<file path="src/rtl/instr_decode_if.sv">
`default_nettype none
// ============================================================================
// Module      : instr_decode_if
// Description : Bundle of the decode-stage signals: fetched instruction and PCs
//               coming in, writeback port, decoded control and operands out.
// Revision    : 1.0 - initial release
// ============================================================================
interface instr_decode_if;
  // Fetch side
  logic [31:0] instr;
  logic [31:0] pc_in;
  logic [31:0] next_pc_in;
  // Writeback side
  logic [31:0] reg_write_data;
  logic        reg_write_enable;
  logic [4:0]  reg_write_addr;
  // Execute side
  logic [31:0] pc_out;
  logic [31:0] next_pc_out;
  logic        rd_write_enable;
  logic [4:0]  rd_write_addr;
  logic        res_src;
  logic        branch;
  logic [5:0]  alu_op;
  logic        alu_input_conf;
  logic [31:0] imm;
  logic [31:0] rs1_data;
  logic [31:0] rs2_data;

  // Driver of the decode stage (fetch/writeback logic or a testbench)
  modport master (
    output instr, pc_in, next_pc_in,
    output reg_write_data, reg_write_enable, reg_write_addr,
    input  pc_out, next_pc_out, rd_write_enable, rd_write_addr, res_src,
    input  branch, alu_op, alu_input_conf, imm, rs1_data, rs2_data
  );

  // The decode stage itself
  modport slave (
    input  instr, pc_in, next_pc_in,
    input  reg_write_data, reg_write_enable, reg_write_addr,
    output pc_out, next_pc_out, rd_write_enable, rd_write_addr, res_src,
    output branch, alu_op, alu_input_conf, imm, rs1_data, rs2_data
  );
endinterface
`default_nettype wire

</file>
<file path="src/rtl/instr_decode.sv">
`default_nettype none
// ============================================================================
// Module      : instr_decode
// Description : RV32I decode stage. Combinational instruction decode and
//               immediate generation, plus the 32x32 integer register file
//               with a same-cycle writeback bypass on both read ports.
// Revision    : 1.0 - initial release
// ============================================================================
module instr_decode (
  input  logic          clk,
  input  logic          rst_n,
  instr_decode_if.slave bus
);

  // Major opcodes
  localparam logic [6:0] c_opc_op     = 7'b0110011;
  localparam logic [6:0] c_opc_op_imm = 7'b0010011;
  localparam logic [6:0] c_opc_load   = 7'b0000011;
  localparam logic [6:0] c_opc_store  = 7'b0100011;
  localparam logic [6:0] c_opc_branch = 7'b1100011;
  localparam logic [6:0] c_opc_lui    = 7'b0110111;
  localparam logic [6:0] c_opc_auipc  = 7'b0010111;
  localparam logic [6:0] c_opc_jal    = 7'b1101111;
  localparam logic [6:0] c_opc_jalr   = 7'b1100111;

  localparam logic [6:0] c_f7_base = 7'b0000000;
  localparam logic [6:0] c_f7_alt  = 7'b0100000;

  localparam logic [5:0] c_alu_illegal = 6'h3F;

  // Instruction fields
  logic [6:0] w_opcode;
  logic [2:0] w_funct3;
  logic [6:0] w_funct7;
  logic [4:0] w_rd;
  logic [4:0] w_rs1;
  logic [4:0] w_rs2;

  assign w_opcode = bus.instr[6:0];
  assign w_funct3 = bus.instr[14:12];
  assign w_funct7 = bus.instr[31:25];
  assign w_rd     = bus.instr[11:7];
  assign w_rs1    = bus.instr[19:15];
  assign w_rs2    = bus.instr[24:20];

  // Pre-formed immediates for every RV32I format
  logic [31:0] w_imm_i;
  logic [31:0] w_imm_s;
  logic [31:0] w_imm_b;
  logic [31:0] w_imm_u;
  logic [31:0] w_imm_j;

  assign w_imm_i = {{20{bus.instr[31]}}, bus.instr[31:20]};
  assign w_imm_s = {{20{bus.instr[31]}}, bus.instr[31:25], bus.instr[11:7]};
  assign w_imm_b = {{19{bus.instr[31]}}, bus.instr[31], bus.instr[7],
                    bus.instr[30:25], bus.instr[11:8], 1'b0};
  assign w_imm_u = {bus.instr[31:12], 12'h000};
  assign w_imm_j = {{11{bus.instr[31]}}, bus.instr[31], bus.instr[19:12],
                    bus.instr[20], bus.instr[30:21], 1'b0};

  // Register/immediate ALU operation from funct3; alt selects SUB/SRA
  function automatic logic [5:0] alu_rr(input logic [2:0] f3, input logic alt);
    logic [5:0] op;
    case (f3)
      3'd0:    op = alt ? 6'h01 : 6'h00;
      3'd1:    op = 6'h02;
      3'd2:    op = 6'h03;
      3'd3:    op = 6'h04;
      3'd4:    op = 6'h05;
      3'd5:    op = alt ? 6'h07 : 6'h06;
      3'd6:    op = 6'h08;
      default: op = 6'h09;
    endcase
    return op;
  endfunction

  logic        w_legal;
  logic        w_writes_rd;
  logic        w_res_src;
  logic        w_branch;
  logic        w_conf;
  logic [5:0]  w_alu_op;
  logic [31:0] w_imm;

  // Main decoder: classify the opcode, reject reserved encodings, pick fields
  always_comb begin
    w_legal     = 1'b0;
    w_writes_rd = 1'b0;
    w_res_src   = 1'b0;
    w_branch    = 1'b0;
    w_conf      = 1'b0;
    w_alu_op    = c_alu_illegal;
    w_imm       = '0;
    case (w_opcode)
      c_opc_op: begin
        // Only ADD/SUB and SRL/SRA have an alternate funct7
        w_legal     = (w_funct7 == c_f7_base) ||
                      ((w_funct7 == c_f7_alt) && (w_funct3 == 3'd0 || w_funct3 == 3'd5));
        w_writes_rd = 1'b1;
        w_alu_op    = alu_rr(w_funct3, bus.instr[30]);
      end
      c_opc_op_imm: begin
        // Shift-immediates carry funct7 in the upper imm bits; others take any imm
        if (w_funct3 == 3'd1)
          w_legal = (w_funct7 == c_f7_base);
        else if (w_funct3 == 3'd5)
          w_legal = (w_funct7 == c_f7_base) || (w_funct7 == c_f7_alt);
        else
          w_legal = 1'b1;
        w_writes_rd = 1'b1;
        w_conf      = 1'b1;
        // ADDI never becomes SUB, so the alternate bit only matters for SRAI
        w_alu_op    = alu_rr(w_funct3, (w_funct3 == 3'd5) && bus.instr[30]);
        w_imm       = w_imm_i;
      end
      c_opc_load: begin
        w_legal     = 1'b1;
        w_writes_rd = 1'b1;
        w_res_src   = 1'b1;
        w_conf      = 1'b1;
        w_imm       = w_imm_i;
        case (w_funct3)
          3'd0:    w_alu_op = 6'h28;
          3'd1:    w_alu_op = 6'h29;
          3'd2:    w_alu_op = 6'h2A;
          3'd4:    w_alu_op = 6'h2B;
          3'd5:    w_alu_op = 6'h2C;
          default: w_legal  = 1'b0;
        endcase
      end
      c_opc_store: begin
        w_legal  = (w_funct3 <= 3'd2);
        w_conf   = 1'b1;
        w_alu_op = 6'h30 + {3'b000, w_funct3};
        w_imm    = w_imm_s;
      end
      c_opc_branch: begin
        w_legal  = 1'b1;
        w_branch = 1'b1;
        w_imm    = w_imm_b;
        case (w_funct3)
          3'd0:    w_alu_op = 6'h10;
          3'd1:    w_alu_op = 6'h11;
          3'd4:    w_alu_op = 6'h12;
          3'd5:    w_alu_op = 6'h13;
          3'd6:    w_alu_op = 6'h14;
          3'd7:    w_alu_op = 6'h15;
          default: w_legal  = 1'b0;
        endcase
      end
      c_opc_lui: begin
        w_legal     = 1'b1;
        w_writes_rd = 1'b1;
        w_conf      = 1'b1;
        w_alu_op    = 6'h20;
        w_imm       = w_imm_u;
      end
      c_opc_auipc: begin
        w_legal     = 1'b1;
        w_writes_rd = 1'b1;
        w_conf      = 1'b1;
        w_alu_op    = 6'h21;
        w_imm       = w_imm_u;
      end
      c_opc_jal: begin
        w_legal     = 1'b1;
        w_writes_rd = 1'b1;
        w_branch    = 1'b1;
        w_conf      = 1'b1;
        w_alu_op    = 6'h22;
        w_imm       = w_imm_j;
      end
      c_opc_jalr: begin
        w_legal     = (w_funct3 == 3'd0);
        w_writes_rd = 1'b1;
        w_branch    = 1'b1;
        w_conf      = 1'b1;
        w_alu_op    = 6'h23;
        w_imm       = w_imm_i;
      end
      default: begin
        w_legal = 1'b0;
      end
    endcase
  end

  // Decoded outputs; an illegal instruction collapses to a harmless bubble
  assign bus.alu_op          = w_legal ? w_alu_op : c_alu_illegal;
  assign bus.rd_write_enable = w_legal && w_writes_rd && (w_rd != 5'd0);
  assign bus.res_src         = w_legal && w_res_src;
  assign bus.branch          = w_legal && w_branch;
  assign bus.alu_input_conf  = w_legal && w_conf;
  assign bus.imm             = w_legal ? w_imm : 32'h0000_0000;
  assign bus.rd_write_addr   = w_rd;
  assign bus.pc_out          = bus.pc_in;
  assign bus.next_pc_out     = bus.next_pc_in;

  // Register file; entry 0 is never written so it reads back as zero
  logic [31:0] r_regs [32];

  // Writeback commit on the rising edge, async clear of every register
  always_ff @(posedge clk or negedge rst_n) begin
    if (!rst_n) begin
      for (int i = 0; i < 32; i++) r_regs[i] <= '0;
    end else if (bus.reg_write_enable && (bus.reg_write_addr != 5'd0)) begin
      r_regs[bus.reg_write_addr] <= bus.reg_write_data;
    end
  end

  logic w_wb_active;
  assign w_wb_active = bus.reg_write_enable && (bus.reg_write_addr != 5'd0);

  // Source reads with writeback bypass so the write lands in the same cycle
  always_comb begin
    bus.rs1_data = r_regs[w_rs1];
    bus.rs2_data = r_regs[w_rs2];
    if (w_wb_active && (bus.reg_write_addr == w_rs1)) bus.rs1_data = bus.reg_write_data;
    if (w_wb_active && (bus.reg_write_addr == w_rs2)) bus.rs2_data = bus.reg_write_data;
    if (w_rs1 == 5'd0) bus.rs1_data = '0;
    if (w_rs2 == 5'd0) bus.rs2_data = '0;
  end

endmodule
`default_nettype wire

</file>
<file path="src/flat_wrapper.sv">
// flat-port wrapper written by rule: the top's interface ports become plain ports
module instr_decode_flat 
  (clk, rst_n, bus_instr, bus_pc_in, bus_next_pc_in, bus_reg_write_data, bus_reg_write_enable, bus_reg_write_addr, bus_pc_out, bus_next_pc_out, bus_rd_write_enable, bus_rd_write_addr, bus_res_src, bus_branch, bus_alu_op, bus_alu_input_conf, bus_imm, bus_rs1_data, bus_rs2_data);
  instr_decode_if bus_i ();
  input  logic clk;
  input  logic rst_n;
  input wire logic [$bits(bus_i.instr)-1:0] bus_instr;
  input wire logic [$bits(bus_i.pc_in)-1:0] bus_pc_in;
  input wire logic [$bits(bus_i.next_pc_in)-1:0] bus_next_pc_in;
  input wire logic [$bits(bus_i.reg_write_data)-1:0] bus_reg_write_data;
  input wire logic [$bits(bus_i.reg_write_enable)-1:0] bus_reg_write_enable;
  input wire logic [$bits(bus_i.reg_write_addr)-1:0] bus_reg_write_addr;
  output wire logic [$bits(bus_i.pc_out)-1:0] bus_pc_out;
  output wire logic [$bits(bus_i.next_pc_out)-1:0] bus_next_pc_out;
  output wire logic [$bits(bus_i.rd_write_enable)-1:0] bus_rd_write_enable;
  output wire logic [$bits(bus_i.rd_write_addr)-1:0] bus_rd_write_addr;
  output wire logic [$bits(bus_i.res_src)-1:0] bus_res_src;
  output wire logic [$bits(bus_i.branch)-1:0] bus_branch;
  output wire logic [$bits(bus_i.alu_op)-1:0] bus_alu_op;
  output wire logic [$bits(bus_i.alu_input_conf)-1:0] bus_alu_input_conf;
  output wire logic [$bits(bus_i.imm)-1:0] bus_imm;
  output wire logic [$bits(bus_i.rs1_data)-1:0] bus_rs1_data;
  output wire logic [$bits(bus_i.rs2_data)-1:0] bus_rs2_data;
  assign bus_i.instr = bus_instr;
  assign bus_i.pc_in = bus_pc_in;
  assign bus_i.next_pc_in = bus_next_pc_in;
  assign bus_i.reg_write_data = bus_reg_write_data;
  assign bus_i.reg_write_enable = bus_reg_write_enable;
  assign bus_i.reg_write_addr = bus_reg_write_addr;
  assign bus_pc_out = bus_i.pc_out;
  assign bus_next_pc_out = bus_i.next_pc_out;
  assign bus_rd_write_enable = bus_i.rd_write_enable;
  assign bus_rd_write_addr = bus_i.rd_write_addr;
  assign bus_res_src = bus_i.res_src;
  assign bus_branch = bus_i.branch;
  assign bus_alu_op = bus_i.alu_op;
  assign bus_alu_input_conf = bus_i.alu_input_conf;
  assign bus_imm = bus_i.imm;
  assign bus_rs1_data = bus_i.rs1_data;
  assign bus_rs2_data = bus_i.rs2_data;
  instr_decode u_core (.clk(clk), .rst_n(rst_n), .bus(bus_i));
endmodule
</file>
<file path="config.mk">
export PLATFORM = sky130hd
export DESIGN_NAME = instr_decode_flat
export DESIGN_NICKNAME = d
export VERILOG_FILES = /design/src/rtl/instr_decode_if.sv /design/src/rtl/instr_decode.sv /design/src/flat_wrapper.sv
export SDC_FILE = /design/constraint.sdc
export NUM_CORES = 2
export LEC_CHECK = 0
export ABC_AREA = 1
export CELL_PAD_IN_SITES_DETAIL_PLACEMENT = 0
export CELL_PAD_IN_SITES_GLOBAL_PLACEMENT = 2
export CORE_MARGIN = 2
export CORE_UTILIZATION = 34
export CTS_CLUSTER_SIZE = 30
export DETAILED_ROUTE_END_ITERATION = 8
export PLACE_DENSITY = 0.76
export SKIP_CTS_REPAIR_TIMING = 1
export SYNTH_ARGS = -nofsm -noshare
export SYNTH_HDL_FRONTEND = slang
export SYNTH_SLANG_ARGS = --single-unit
</file>
<file path="constraint.sdc">
create_clock -name clk -period 1.8 [get_ports clk]
set_input_delay 0.18 -clock clk [delete_from_list [all_inputs] [get_ports clk]]
set_output_delay 0.18 -clock clk [all_outputs]
set_load 0.005 [all_outputs]
</file>
== After elaboration in Yosys (flattened, before gate mapping) ==
Index checks and enable logic that the tools add are counted.
Operators by class
  bitwise operators: 3
  eq/ne operators: 19
  magnitude comparators: 5
  multiplexer cells: 34
  $add $sub $neg: 1
  reduce and logical (&&, ||, !) cells: 28
Operators with widths (number)
  bitwise mux 1024 bit: 1
  binary-select mux 32 bit (select 5 bit): 2
  two-way mux 32 bit: 10
  demux 32 bit (select 5 bit): 1
  case mux 32 bit (5 select lines): 1
  case mux 6 bit (7 select lines): 2
  case mux 6 bit (9 select lines): 1
  case mux 6 bit (6 select lines): 1
  equality test 7 x 6 -> 1 bit (second input constant): 4
  case mux 5 bit (5 select lines): 1
  equality test 7 bit (second input constant): 3
  >= comparator 6 bit (second input constant): 3
  NOT 5 -> 6 bit: 3
  equality test 7 x 5 -> 1 bit (second input constant): 2
  OR reduction 7 bit: 2
  equality test 3 bit (second input constant): 4
  two-way mux 1 bit: 12
  logical AND 1 bit: 11
  equality test 5 bit: 2
  logical NOT 5 bit: 2
  nonzero test 5 bit: 2
  OR reduction 3 bit: 3
  equality test 7 x 2 -> 1 bit (second input constant): 1
  logical NOT 7 bit: 1
  other kinds (12): 15
Storage, ports and cells
  word-level logic and storage cells: 122
  input port bits: 136
  flip-flop bits (word level): 1024
  output and inout bits: 175

== Longest topological paths before layout ==
  word-level depth: 7
  mapped depth: 13

== Worst setup path after synthesis ==
No wires, ideal clock.
  path kind: in2out
  start point: in bus_instr[5]
  end point: out bus_imm[11]
  data required time: 1.620 ns
  setup slack: 0.195 ns
  data arrival time: 1.425 ns
  stages on the path: 11
  cells stage by stage: inv_1 > nor2_2 > nand2_1 > nor2_2 > nand2_1 > nand2_2 > nor2_1 > nand3_2 > nor2_4 > buf_4 > nor2_1
Between the ends
  word-level cells in the longest chain between the ends: 4
  elaborated cells between the ends (all ways): 15
  those cells by class: 9 x eq/ne; 3 x mux; 3 x reduce/logical
Ends and longest elaborated chain
  start, declared: line flat_wrapper.sv:7  | input wire logic [$bits(bus_i.instr)-1:0] bus_instr;
  equality test 7 x 6 -> 1 bit (tied with other cells): line instr_decode.sv:94  | case (w_opcode)
  OR reduction 3 bit (no line) / OR reduction 2 bit (equally long branches)
  case mux 1 bit (7 select lines) / case mux 32 bit (5 select lines) (equally long branches): line instr_decode.sv:94
  two-way mux 32 bit *: line instr_decode.sv:193  | assign bus.imm = w_legal ? w_imm : 32'h0000_0000;
  end, declared: line flat_wrapper.sv:21  | output wire logic [$bits(bus_i.imm)-1:0] bus_imm;
Every way passes the cells marked *; elsewhere a longest branch is shown, timed or not.

== Worst setup path in the final report ==
  start point: reg u_core.r_regs[782] (netlist bit)
  end point: out bus_rs1_data[14]
Between the ends
  word-level cells in the longest chain between the ends: 5
Ends and longest elaborated chain
  start, declared: line instr_decode.sv:199  | logic [31:0] r_regs [32];
  start signal, assigned by index: line instr_decode.sv:206  | r_regs[bus.reg_write_addr] <= bus.reg_write_data;
  binary-select mux 32 bit (select 5 bit): line instr_decode.sv:215  | bus.rs1_data = r_regs[w_rs1];
  two-way mux 32 bit (not written as such) (2 in series): line instr_decode.sv:215
  two-way mux 32 bit: line instr_decode.sv:217  | if (w_wb_active && (bus.reg_write_addr == w_rs1)) bus.rs1_data = bus.reg_write_data;
  two-way mux 32 bit: line instr_decode.sv:219  | if (w_rs1 == 5'd0) bus.rs1_data = '0;
  end, declared: line flat_wrapper.sv:22  | output wire logic [$bits(bus_i.rs1_data)-1:0] bus_rs1_data;
No other way between the ends. The select of a mux whose other input is x is not followed.

==> run metrics <==
Crit. Startpoint=u_core.r_regs[782]; combinational fraction of design power=0.289; Syn Area/Cell=between 6 and 7 um^2; final core area utilization=0.4763; Max-Slew Margin vs Limit=0.4540; I/O Buffers=around 180; synth unique cells=34; Tot Pwr=a little over 80 mW; Top Registers=u_core.r_regs (1024); max-cap violations=0; crit path max-delay cell type=dfrtp_1; final worst slack=-0.7381 ns; min Tclk post-route=2.538 ns; clk sinks=roughly 1,000; Setup WS pre-CTS=-1.442 ns; Clock power frac=0.342; RSZ-0062 raised after global routing=yes; DR DRC count=0; Initial Utilization=0.3421; endpoints failing hold=0; GPL Wtd Cong=0.9443; clock skew=0 ns; fin area=~0.085 mm^2; CTS clk-pin slew, worst paths=~0.060 ns; Tot GR Track Use=0.3169; critical path endpoint=bus_rs1_data[14]; initial antenna violation count=12; I/O pin cnt=slightly above 300; reg2reg end=u_core.r_regs[99]; fin. max-slew vios=0; status=finished with violations; period utilization=1.410; Top reg by flops=u_core.r_regs; Reg2Reg Setup Slack=0.90 ns; Die Wd=427.7 um; first-pass GRT wire length=427,200 um; die area=0.1829 mm^2; RR Startpoint=u_core.r_regs[99]; Synth Instances=slightly above 9,000; Cell Area, Placed=roughly 0.075 mm^2; CTS tree=yes; hold slack=~0.084 ns; violated checks=setup timing; type of the most critical hold path=in2reg; vias in the first global route=61,288; worst vdd ir=approximately 790 uV; Worst Path Arrival=between 2 and 2.5 ns; Compound-Gate Fraction of Synth Area=0.1317; critical path endpoint category=output port; adder-cell share of the synthesized area=0; die height=about 430 um; commonest non-fill, non-tap cell in the layout=nand2_1; Post-Route WL=297,000 um; worst-path fanout max=2; Layout Area Growth over Synthesis=39.23%; CP required=approximately 1.6 ns; Clock Tree Root=clkbuf_16; Worst-Margin Slew=~0.82 ns; synthesized cell area=between 0.06 and 0.07 mm^2; setup violators final=just under 100; layout cell share with drive strength beyond 1=0.2811; gr ovfl total=0; initial DRC count=around 6,200; Initial DRT Pass Iterations=8; # nets final=10,222; sequential power share=0.369; Max clock buf depth=3; xor/xnor cell area share of the yosys netlist=0.001148; most frequent cells in the layout=nand2_1, o21ai_0, dfrtp_1; post-synthesis mux area share=0; slowest cell delay on critical path=between 0.3 and 0.4 ns; post-DP HPWL=201,500 um; Seq/Total Area, Yosys=0.4198; switching portion of total power=0.3309; YS warnings=0; Reg2Reg Depth=4; Antenna Nets Post-Route=0; largest family of logic cells by synthesized area=simple AND/OR/NAND/NOR gates; post-synthesis sequential element count=~1,000; Power Internal=~54 mW; max reg flops=roughly 1,000; Worst-Skew Late Latency=0.79 ns; H-Tree Depth=4; routed vias=between 60,000 and 70,000; Mapped Nets=between 9,000 and 10,000; CP Launch Type=register; critical path class=reg2out; Pwr Density=~950 mW/mm^2; row cnt=between 150 and 200; Core Area=approximately 0.18 mm^2; simple-gate portion of the synthesized area=0.3300; max frequency=between 0.3 and 0.4 GHz; drt wl/cell=approximately 24 um; maximum number of pins on one net before global-route repair=approximately 70; Cell Chain, Critical Path=inv_2 -> nand2_1 -> nand3_2 -> nand3_2 -> nand2_4 -> nand2_2 -> nand2_2 -> nor2_4 -> buf_6 -> nor2_4 -> nor2_4 -> buf_6 -> buf_6; switching pwr=~27 mW; vias per inst=around 5.3; Lkg Pwr=42.28 nW; CTS Buf Count=approximately 130
-- power by group through the flow --
stage               clock [mW]  sequential (mW)  combinational [mW]
detailed placement           0             29.9                20.8
finish                    27.6             29.8                23.3
floorplan                    0             29.4                10.8
CTS                       28.1             29.6                20.9
global route              29.1             30.2                25.9
global placement             0             29.8                20.6
-- worst max-delay path: cells and delay by family (launching register included) --
| kind | cells | cell delay (ns) |
|---|---|---|
| buffers and inverters | 4 | 0.40 |
| DFF | 1 | 0.37 |
| and+or+nand+nor | 9 | 0.80 |
-- kinds of logic after synthesis --
kind of cell,count (synthesis)
xor gates and xnor gates,8
DFF,1024
and+or+nand+nor,4887
buffers and inverters,1747
AOI/OAI and AO/OA,1538
-- stage by stage --
stage | TNS, ns | std cells
floorplan | 0 | 9204
finish | -41.75 | 12556
detailed placement | -454.86 | 12176
global route | -50.76 | 12545
CTS | -110.89 | 12412
global placement | -458.34 | 12176
-- area by class of cell --
| cell class | instances | area [um^2] |
|---|---|---|
| flip-flops and latches | 1024 | 25620 |
| repair buffers | 1552 | 15800 |
| clock inverters | 38 | 485.5 |
| diodes | 14 | 35.03 |
| multi-input cells | 6433 | 32560 |
| inverters | 942 | 3583 |
| clock buffers | 198 | 3950 |
| well taps | 2355 | 2947 |
| fillers | 17956 | 93440 |
-- synthesized netlist by cell type (all sizes together) --
library cell / count / area share
a21oi: 175 / 0.014
o21ai: 1228 / 0.10
nand2: 3246 / 0.20
clkbuf: 413 / 0.026
nor4: 1 / 0.00010
a32oi: 1 / 0.00014
or2: 1 / 0.00010
inv: 938 / 0.058
nand4: 6 / 0.00062
buf: 392 / 0.034
nor3: 11 / 0.0018
clkinv: 4 / 0.00025
o21bai: 1 / 0.00012
xor2: 4 / 0.00057
nor2: 330 / 0.021
nand3: 1292 / 0.11
xnor2: 4 / 0.00057
a22oi: 12 / 0.0015
o32ai: 1 / 0.00014
a31oi: 1 / 0.00010
o211ai: 119 / 0.015
dfrtp: 1024 / 0.42
-- per-layer routing --
metal,share of wire,global-route usage
met2,0.45,0.4947
met5,0.000034,0
met1,0.43,0.4230
met3,0.065,0.04613
met4,0.060,0.1721
-- worst min path at each step --
stage / startpoint / endpoint / cells after the start
after floorplan: rst_n / u_core.r_regs[0] / 0
after global placement: rst_n / u_core.r_regs[765] / 1
after detailed placement: rst_n / u_core.r_regs[765] / 1
after CTS: rst_n / u_core.r_regs[765] / 1
after global routing: bus_reg_write_addr[4] / u_core.r_regs[981] / 5
final: bus_reg_write_addr[4] / u_core.r_regs[981] / 5
Note: power is estimated with default switching activity, not from simulation.
